$ cat config.mk
export PLATFORM = sky130hd
export DESIGN_NAME = multi_cycle_seq
export DESIGN_NICKNAME = d
export VERILOG_FILES = /design/src/rtl/multi_cycle_seq.sv
export SDC_FILE = /design/constraint.sdc
export NUM_CORES = 1
export LEC_CHECK = 0
export BUFFER_PORTS_ARGS = -buffer_cell sky130_fd_sc_hd__buf_2
export CORE_AREA = 2 2 45 47
export DETAILED_ROUTE_END_ITERATION = 8
export DIE_AREA = 0 0 47 49
export GPL_TIMING_DRIVEN = 0
export HOLD_SLACK_MARGIN = 0.08
export SYNTH_ARGS = -nofsm -noshare
export SYNTH_HDL_FRONTEND = slang
export SYNTH_SLANG_ARGS = --single-unit
$ cat constraint.sdc
create_clock -name clk -period 1.7 [get_ports clk]
set_input_delay 0.34 -clock clk [delete_from_list [all_inputs] [get_ports clk]]
set_output_delay 0.34 -clock clk [all_outputs]
set_load 0.02 [all_outputs]
$ cat src/rtl/multi_cycle_seq.sv
// multi_cycle_seq: sequences the stack cycles of CALL, RET, RTI and INT.
// After decode issues a start, this block emits one push or pop per cycle
// (mem_op / word_sel), counting down on step, and stalls the front end via busy.
// Optional feature macro: MCS_INT_EN. When defined, op=11 (INT) is a legal
// instruction sequenced over INT_STEPS cycles. When undefined, a start with
// op=11 is rejected with a one-cycle err pulse.
// Handshake: start is a single-cycle request sampled only in IDLE; there is no
// ready signal. busy=1 means any start this cycle is ignored without error.
// done/err are one-cycle pulses in the cycle after completion/rejection.
// The FSM state is exposed through busy, which is 1 exactly when the
// state register is ACTIVE.
module multi_cycle_seq #(
  parameter int CNT_W      = 3,
  parameter int CALL_STEPS = 2,
  parameter int RET_STEPS  = 2,
  parameter int RTI_STEPS  = 3,
  parameter int INT_STEPS  = 3
) (
  input  logic             clk,
  input  logic             rst_n,
  input  logic             start,
  input  logic [1:0]       op,
  input  logic             hold,
  input  logic             flush,
  output logic             busy,
  output logic [CNT_W-1:0] step,
  output logic [1:0]       mem_op,
  output logic [1:0]       word_sel,
  output logic             done,
  output logic             err
);

  localparam logic [1:0] OP_CALL = 2'b00;
  localparam logic [1:0] OP_RET  = 2'b01;
  localparam logic [1:0] OP_RTI  = 2'b10;
  localparam logic [1:0] OP_INT  = 2'b11;

  localparam logic [1:0] MEM_NONE = 2'b00;
  localparam logic [1:0] MEM_PUSH = 2'b01;
  localparam logic [1:0] MEM_POP  = 2'b10;

  localparam logic [1:0] W_PCL = 2'b00;
  localparam logic [1:0] W_PCH = 2'b01;
  localparam logic [1:0] W_FLG = 2'b10;

`ifdef MCS_INT_EN
  localparam bit INT_LEGAL = 1'b1;
`else
  localparam bit INT_LEGAL = 1'b0;
`endif

  // Parameter sanity: a step count must fit in the counter.
  if (CNT_W < 2 || CNT_W > 8) begin : g_bad_cnt_w
    $error("multi_cycle_seq: CNT_W=%0d outside 2..8", CNT_W);
  end
  if (CALL_STEPS < 0 || CALL_STEPS >= (1 << CNT_W)) begin : g_bad_call
    $error("multi_cycle_seq: CALL_STEPS=%0d does not fit CNT_W=%0d", CALL_STEPS, CNT_W);
  end
  if (RET_STEPS < 0 || RET_STEPS >= (1 << CNT_W)) begin : g_bad_ret
    $error("multi_cycle_seq: RET_STEPS=%0d does not fit CNT_W=%0d", RET_STEPS, CNT_W);
  end
  if (RTI_STEPS < 0 || RTI_STEPS >= (1 << CNT_W)) begin : g_bad_rti
    $error("multi_cycle_seq: RTI_STEPS=%0d does not fit CNT_W=%0d", RTI_STEPS, CNT_W);
  end
  if (INT_STEPS < 0 || INT_STEPS >= (1 << CNT_W)) begin : g_bad_int
    $error("multi_cycle_seq: INT_STEPS=%0d does not fit CNT_W=%0d", INT_STEPS, CNT_W);
  end

  typedef enum logic {
    IDLE   = 1'b0,
    ACTIVE = 1'b1
  } state_t;

  state_t           state;
  logic [1:0]       op_q;
  logic [CNT_W-1:0] start_steps;
  logic [CNT_W-1:0] step_dec;
  logic             op_legal;

  // Number of stack cycles for a given instruction kind.
  function automatic logic [CNT_W-1:0] steps_of(input logic [1:0] o);
    logic [CNT_W-1:0] n;
    case (o)
      OP_CALL: n = CNT_W'(CALL_STEPS);
      OP_RET:  n = CNT_W'(RET_STEPS);
      OP_RTI:  n = CNT_W'(RTI_STEPS);
      default: n = CNT_W'(INT_STEPS);
    endcase
    return n;
  endfunction

  // Stack action {mem_op, word_sel} for an op at a given remaining-step value.
  // Steps above an op's listed range are idle stack cycles.
  function automatic logic [3:0] action_of(input logic [1:0] o,
                                           input logic [CNT_W-1:0] s);
    logic [3:0] a;
    a = {MEM_NONE, W_PCL};
    case (o)
      OP_CALL: begin
        if (s == CNT_W'(2))      a = {MEM_PUSH, W_PCH};
        else if (s == CNT_W'(1)) a = {MEM_PUSH, W_PCL};
      end
      OP_RET: begin
        if (s == CNT_W'(2))      a = {MEM_POP, W_PCL};
        else if (s == CNT_W'(1)) a = {MEM_POP, W_PCH};
      end
      OP_INT: begin
        if (s == CNT_W'(3))      a = {MEM_PUSH, W_FLG};
        else if (s == CNT_W'(2)) a = {MEM_PUSH, W_PCH};
        else if (s == CNT_W'(1)) a = {MEM_PUSH, W_PCL};
      end
      default: begin
        if (s == CNT_W'(3))      a = {MEM_POP, W_PCL};
        else if (s == CNT_W'(2)) a = {MEM_POP, W_PCH};
        else if (s == CNT_W'(1)) a = {MEM_POP, W_FLG};
      end
    endcase
    return a;
  endfunction

  assign start_steps = steps_of(op);
  assign step_dec    = step - CNT_W'(1);
  assign op_legal    = (op != OP_INT) || INT_LEGAL;

  // Sequencer FSM: all outputs are registered alongside the state.
  always_ff @(posedge clk) begin
    if (!rst_n) begin
      state    <= IDLE;
      op_q     <= OP_CALL;
      busy     <= 1'b0;
      step     <= '0;
      mem_op   <= MEM_NONE;
      word_sel <= W_PCL;
      done     <= 1'b0;
      err      <= 1'b0;
    end else begin
      done <= 1'b0;
      err  <= 1'b0;
      if (flush) begin
        // Abort wins over start, hold and completion; no done pulse.
        state    <= IDLE;
        busy     <= 1'b0;
        step     <= '0;
        mem_op   <= MEM_NONE;
        word_sel <= W_PCL;
      end else begin
        case (state)
          IDLE: begin
            if (start) begin
              if (!op_legal) begin
                err <= 1'b1;
              end else if (start_steps == '0) begin
                // Nothing to push or pop: complete without ever going busy.
                done <= 1'b1;
              end else begin
                state                <= ACTIVE;
                busy                 <= 1'b1;
                op_q                 <= op;
                step                 <= start_steps;
                {mem_op, word_sel}   <= action_of(op, start_steps);
              end
            end
          end
          default: begin
            // ACTIVE: start is ignored; hold freezes everything.
            if (!hold) begin
              if (step <= CNT_W'(1)) begin
                // Last stack cycle (step never reaches 0 while ACTIVE, the
                // <= only keeps the counter from ever wrapping).
                state    <= IDLE;
                busy     <= 1'b0;
                step     <= '0;
                mem_op   <= MEM_NONE;
                word_sel <= W_PCL;
                done     <= 1'b1;
              end else begin
                step               <= step_dec;
                {mem_op, word_sel} <= action_of(op_q, step_dec);
              end
            end
          end
        endcase
      end
    end
  end

endmodule

# Word level (Yosys, flattened, before mapping)
# Cells that the tools add are included.
# totals
ff_bits	13
out_inout_bits	10
wordCells	96
# op_classes
addsub	1
n_lt_le_gt_ge	1
eq_ne	14
mux	56
bitwise_logic	5
reduce_logical	11
# op_table
cell	n
4-bit 2-to-1 mux	12
3-bit 2-to-1 mux	10
2-bit 2-to-1 mux	12
4-bit case mux with 3 select lines	2
1-bit 2-to-1 mux	20
3-bit by 2-bit == test with 1-bit output, second input constant	4
5-bit AND reduction	2
3-bit by 1-bit == test with 1-bit output, second input constant	2
2-bit != test, second input constant	3
1-bit NOT	5
2-bit by 1-bit == test with 1-bit output, second input constant	2
2-bit == test, second input constant	2
2-bit zero test	2
4-bit AND reduction	1
2-bit nonzero test	2
2-bit OR reduction	2
4-bit OR reduction	1
3-bit by 1-bit <= comparator with 1-bit output, second input constant	1
3-bit zero test	1
3-bit by 1-bit subtractor with 3-bit output, second input constant	1
2-bit by 1-bit != test with 1-bit output, second input constant	1

# Longest topological paths before layout
# depth
word_depth	12
ltp_mapped	6
ltp_nobuf	6

# Least setup slack after synthesis
# OpenSTA, ideal clock, no wires.
# synth_path
path_type	register to register
startpoint	register step[0]
endpoint	register word_sel[0]
setup_ns	0.071
t_arrival_ns	1.501
slack_ns	0.128
path_stages_with_launch	7
path_buffers	0
cell_sequence	dfxtp_1 -> inv_1 -> ha_1 -> xor2_1 -> a211oi_1 -> o21ai_0 -> a21oi_1
# synth_between
elab_chain_cells	8
word_cells_on_any_way	15
cone_classes	1 x add/sub; 1 x order compare; 3 x eq/ne; 10 x mux
# synth_lines
element	line_no	source
from (decl)	26	output logic [CNT_W-1:0] step,
from (signal assigned)	159	step <= start_steps;
from (signal assigned)	177	step <= step_dec;
3-bit by 1-bit subtractor with 3-bit output	122	assign step_dec = step - CNT_W'(1);
3-bit by 2-bit == test with 1-bit output or 3-bit by 1-bit == test with 1-bit output (tied branches)	n/a	
4-bit 2-to-1 mux, or another cell as far along	114	else if (s == CNT_W'(2)) a = {MEM_POP, W_PCH};
4-bit 2-to-1 mux, or another cell as far along	113	if (s == CNT_W'(3)) a = {MEM_POP, W_PCL};
4-bit case mux with 3 select lines	98	case (o)
2-bit 2-to-1 mux (*)	167	if (step <= CNT_W'(1)) begin
2-bit 2-to-1 mux (*)	166	if (!hold) begin
2-bit 2-to-1 mux (*)	147	case (state)
to (signal assigned)	160	{mem_op, word_sel} <= action_of(op, start_steps);
to (signal assigned)	178	{mem_op, word_sel} <= action_of(op_q, step_dec);
to (decl)	28	output logic [1:0] word_sel,
# Mark *: on every way between the ends. The rest lies on a longest branch, timed or not. The select of a mux whose other input is x is not followed.
# A chain may end at the register's enable or synchronous reset.

# Final worst setup path
# layout_path
startpoint	register step[1]
endpoint	register word_sel[1]
# layout_between
elab_chain_cells	9
word_cells_on_any_way	15
cone_classes	1 x add/sub; 1 x order compare; 3 x eq/ne; 10 x mux
# layout_lines
element	line_no	source
3-bit by 1-bit subtractor with 3-bit output	122	
3-bit by 1-bit == test with 1-bit output	115	else if (s == CNT_W'(1)) a = {MEM_POP, W_FLG};
4-bit 2-to-1 mux	115	
4-bit 2-to-1 mux	114	
4-bit 2-to-1 mux	113	
4-bit case mux with 3 select lines	98	
2-bit 2-to-1 mux (*)	167	
2-bit 2-to-1 mux (*)	166	
2-bit 2-to-1 mux (*)	147	
# Marks and branches as above.

==> impl_metrics.env <==
export IMPL_status="completed"
export IMPL_track_usage_pct=15.5
export IMPL_start_kind="flop"
export IMPL_crit_family="compound AO/OA/AOI/OAI gates"
export IMPL_hold_path_depth=3
export IMPL_cts_root_buf="clkbuf_4"
export IMPL_antenna_found_initial=0
export IMPL_vdd_drop_max_v=0.000453
export IMPL_finalSetupViolations=0
export IMPL_grt_max_degree=11
export IMPL_h_tree_depth=1
export IMPL_dr_pass1_iters=4
export IMPL_utilization_pct=49.0
export IMPL_critPathArrivalTime_ns=1.86
export IMPL_power_leakage_nw=0.385
export IMPL_powerDensity_nw_per_um2=685
export IMPL_yosysWarningCount=0
export IMPL_worstPathMaxFanout=5
export IMPL_floorplan_rows=16
export IMPL_final_max_slew_viol_count=0
export IMPL_cts_buffers_inserted=3
export IMPL_r2r_start="step[1]$_SDFFE_PP0P_"
export IMPL_num_io_pins=17
export IMPL_fp_dieH_um=49
export IMPL_dp_slack_ns=0.0230
export IMPL_required_ns=1.91
export IMPL_tightest_slew_ns=0.400
export IMPL_async_reset_ff_share_pct=0
export IMPL_drt_iter0_drc=4
export IMPL_ys_flop_type="dfxtp_1"
export IMPL_worst_path_max_delay_cell="dfxtp_1"
export IMPL_cts_sinks=13
export IMPL_drc=0
export IMPL_vias=681
export IMPL_power_mw=0.618
export IMPL_final_antenna_net_count=0
export IMPL_viasPerCell=4.97
export IMPL_fin_nets=126
export IMPL_initial_core_util_pct=40.8
export IMPL_cp_end_kind="flop"
export IMPL_finalCritPeriodShare_pct=97.1
export IMPL_gp_congestion=0.795
export IMPL_reg2reg_depth=6
export IMPL_core_um2=1840
export IMPL_dp_cells=133
export IMPL_path_clk_slew_ns=0.08
export IMPL_drive_above_1_share_pct=22.7
export IMPL_portBuffers=16
export IMPL_fmax_mhz=606
export IMPL_drv_cap=0
export IMPL_clock_path_buffers=2
export IMPL_hold_violations=0
export IMPL_grt_pass1_vias=595
export IMPL_grt_pass1_wl_um=2610
export IMPL_layout_cells_non_filler=137
export IMPL_min_from="start"
export IMPL_syn_inst=90
export IMPL_cp_startpoint="step[1]$_SDFFE_PP0P_"
export IMPL_min_path_type="in -> reg"
export IMPL_grt_ovfl_total=0
export IMPL_hpwl_um=1210
export IMPL_area_delta_synth_final_pct=20.0
export IMPL_crit_buf_inv=1
export IMPL_slew_headroom_pct=72.9
export IMPL_diodes=0
export IMPL_fin_worst_skew_ns=0.00343
export IMPL_dieArea_um2=2300
export IMPL_path_cells="inv_1 > ha_1 > o21bai_1 > a211oi_2 > nand3_1 > a21oi_1"
export IMPL_syn_nets=105
export IMPL_syn_avg_cell_area_um2=8.36
export IMPL_min_period_ns=1.65
export IMPL_worstSetupPathType="reg -> reg"
export IMPL_cpPeakStageDelay_ns=0.41
export IMPL_wl_um=1620
export IMPL_avgRoutedWirePerCell_um=11.8
export IMPL_cp_num_cells=6
export IMPL_insertion_delay_ns=0.27
export IMPL_die_x_um=47
export IMPL_netlist_area_um2=752
export IMPL_ys_types=31
export IMPL_yosysSeqAreaShare_pct=34.6
export IMPL_cts_setup_buffers=0
export IMPL_cts_tree="done"
export IMPL_synth_edf_count=0
export IMPL_synth_seq_cells=13
export IMPL_setup_ws_ns=0.0496
==> cells in the mapped netlist, types with 2 or more instances <==
library cell,count,area [um^2]
o22ai_1,2,12.5
a22oi_1,2,15.0
nand3_1,4,20.0
a21oi_1,12,60.1
nor2_1,10,37.5
ha_1,8,100
o21ai_0,4,20.0
nand2b_1,3,18.8
a21boi_1,2,15.0
inv_1,7,26.3
dfxtp_1,13,260
nand2_1,3,11.3
clkbuf_1,2,7.51
==> layout by cell type, fill, tap and decap left out, types with 2 or more instances in the layout <==
cell | netlist | layout
a21boi_1 | 2 | 2
a21oi_1 | 12 | 11
a22oi_1 | 2 | 2
buf_2 | 1 | 17
clkbuf_1 | 2 | 3
clkbuf_4 | 0 | 3
dfxtp_1 | 13 | 12
ha_1 | 8 | 8
inv_1 | 7 | 7
nand2_1 | 3 | 3
nand2b_1 | 3 | 3
nand3_1 | 4 | 4
nor2_1 | 10 | 10
o21ai_0 | 4 | 4
o22ai_1 | 2 | 2
==> kinds of logic after synthesis <==
group / Yosys count / synth area share (%)
adders and majority gates: 8 / 13.3
and+or+nand+nor: 30 / 22.8
DFF: 13 / 34.6
AOI/OAI and AO/OA: 27 / 21.6
xor gates and xnor gates: 1 / 1.16
muxes: 1 / 1.33
buffers and inverters: 10 / 5.16
==> final timing paths <==
kind | end | slack (ns)
max reg2reg | word_sel[1]$_SDFFE_PP0P_ | 0.05
min | err$_SDFF_PP0_ | 0.31
max | word_sel[1]$_SDFFE_PP0P_ | 0.05
min reg2reg | word_sel[1]$_SDFFE_PP0P_ | 0.48
==> per-stage QoR <==
stage               setup TNS, ns  area, um^2  hold slack, ns
CTS                             0         892           0.304
global placement                0         866           0.457
floorplan                       0         752           0.459
detailed placement              0         866           0.467
global route              -0.0589         902           0.309
finish                          0         902           0.311
==> layout make-up <==
| cell class | count | area [um^2] |
|---|---|---|
| fill | 197 | 940 |
| multi-input combinational | 67 | 462 |
| sequential | 13 | 262 |
| timing repair buffer | 16 | 80.1 |
| tap | 27 | 33.8 |
| clock buffer | 4 | 26.3 |
| inverter | 7 | 26.3 |
| buffer | 3 | 12.5 |
==> timing repair <==
item / 4_1_cts / 5_1_grt
gates resized for setup: 0 / 3
endpoints found under the setup margin: 0 / 4
hold buffers: 0 / 0
==> flip-flops by register name, summed over array words and instances (netlist names) <==
signal / count
err: 1
op_q: 2
step: 3
busy: 1
done: 1
word_sel: 2
mem_op: 2
state: 1
==> worst reg2reg max path: cells and delay by family, from the launching register on <==
family / cells / cell delay, ns
AOI/OAI and AO/OA: 3 / 0.71
adders and majority gates: 1 / 0.18
buffers and inverters: 1 / 0.11
DFF: 1 / 0.41
and+or+nand+nor: 1 / 0.17
==> power breakdown <==
group          leakage (nW)  internal, mW  switching (mW)
Sequential            0.106         0.313         0.00910
Clock                0.0150        0.0908           0.102
Combinational         0.264        0.0404          0.0624
Total                 0.385         0.445           0.174
==> metal layers <==
metal | global-route usage (%) | share of wire (%) | vias up
met1 | 21.5 | 51 | 310
li1 | - | - | 358
met3 | 6.67 | 3.6 | 0
met2 | 23.1 | 45 | 13
met5 | 0 | 0 | -
met4 | 1.39 | 0 | 0
(Power assumes the default switching activity.)
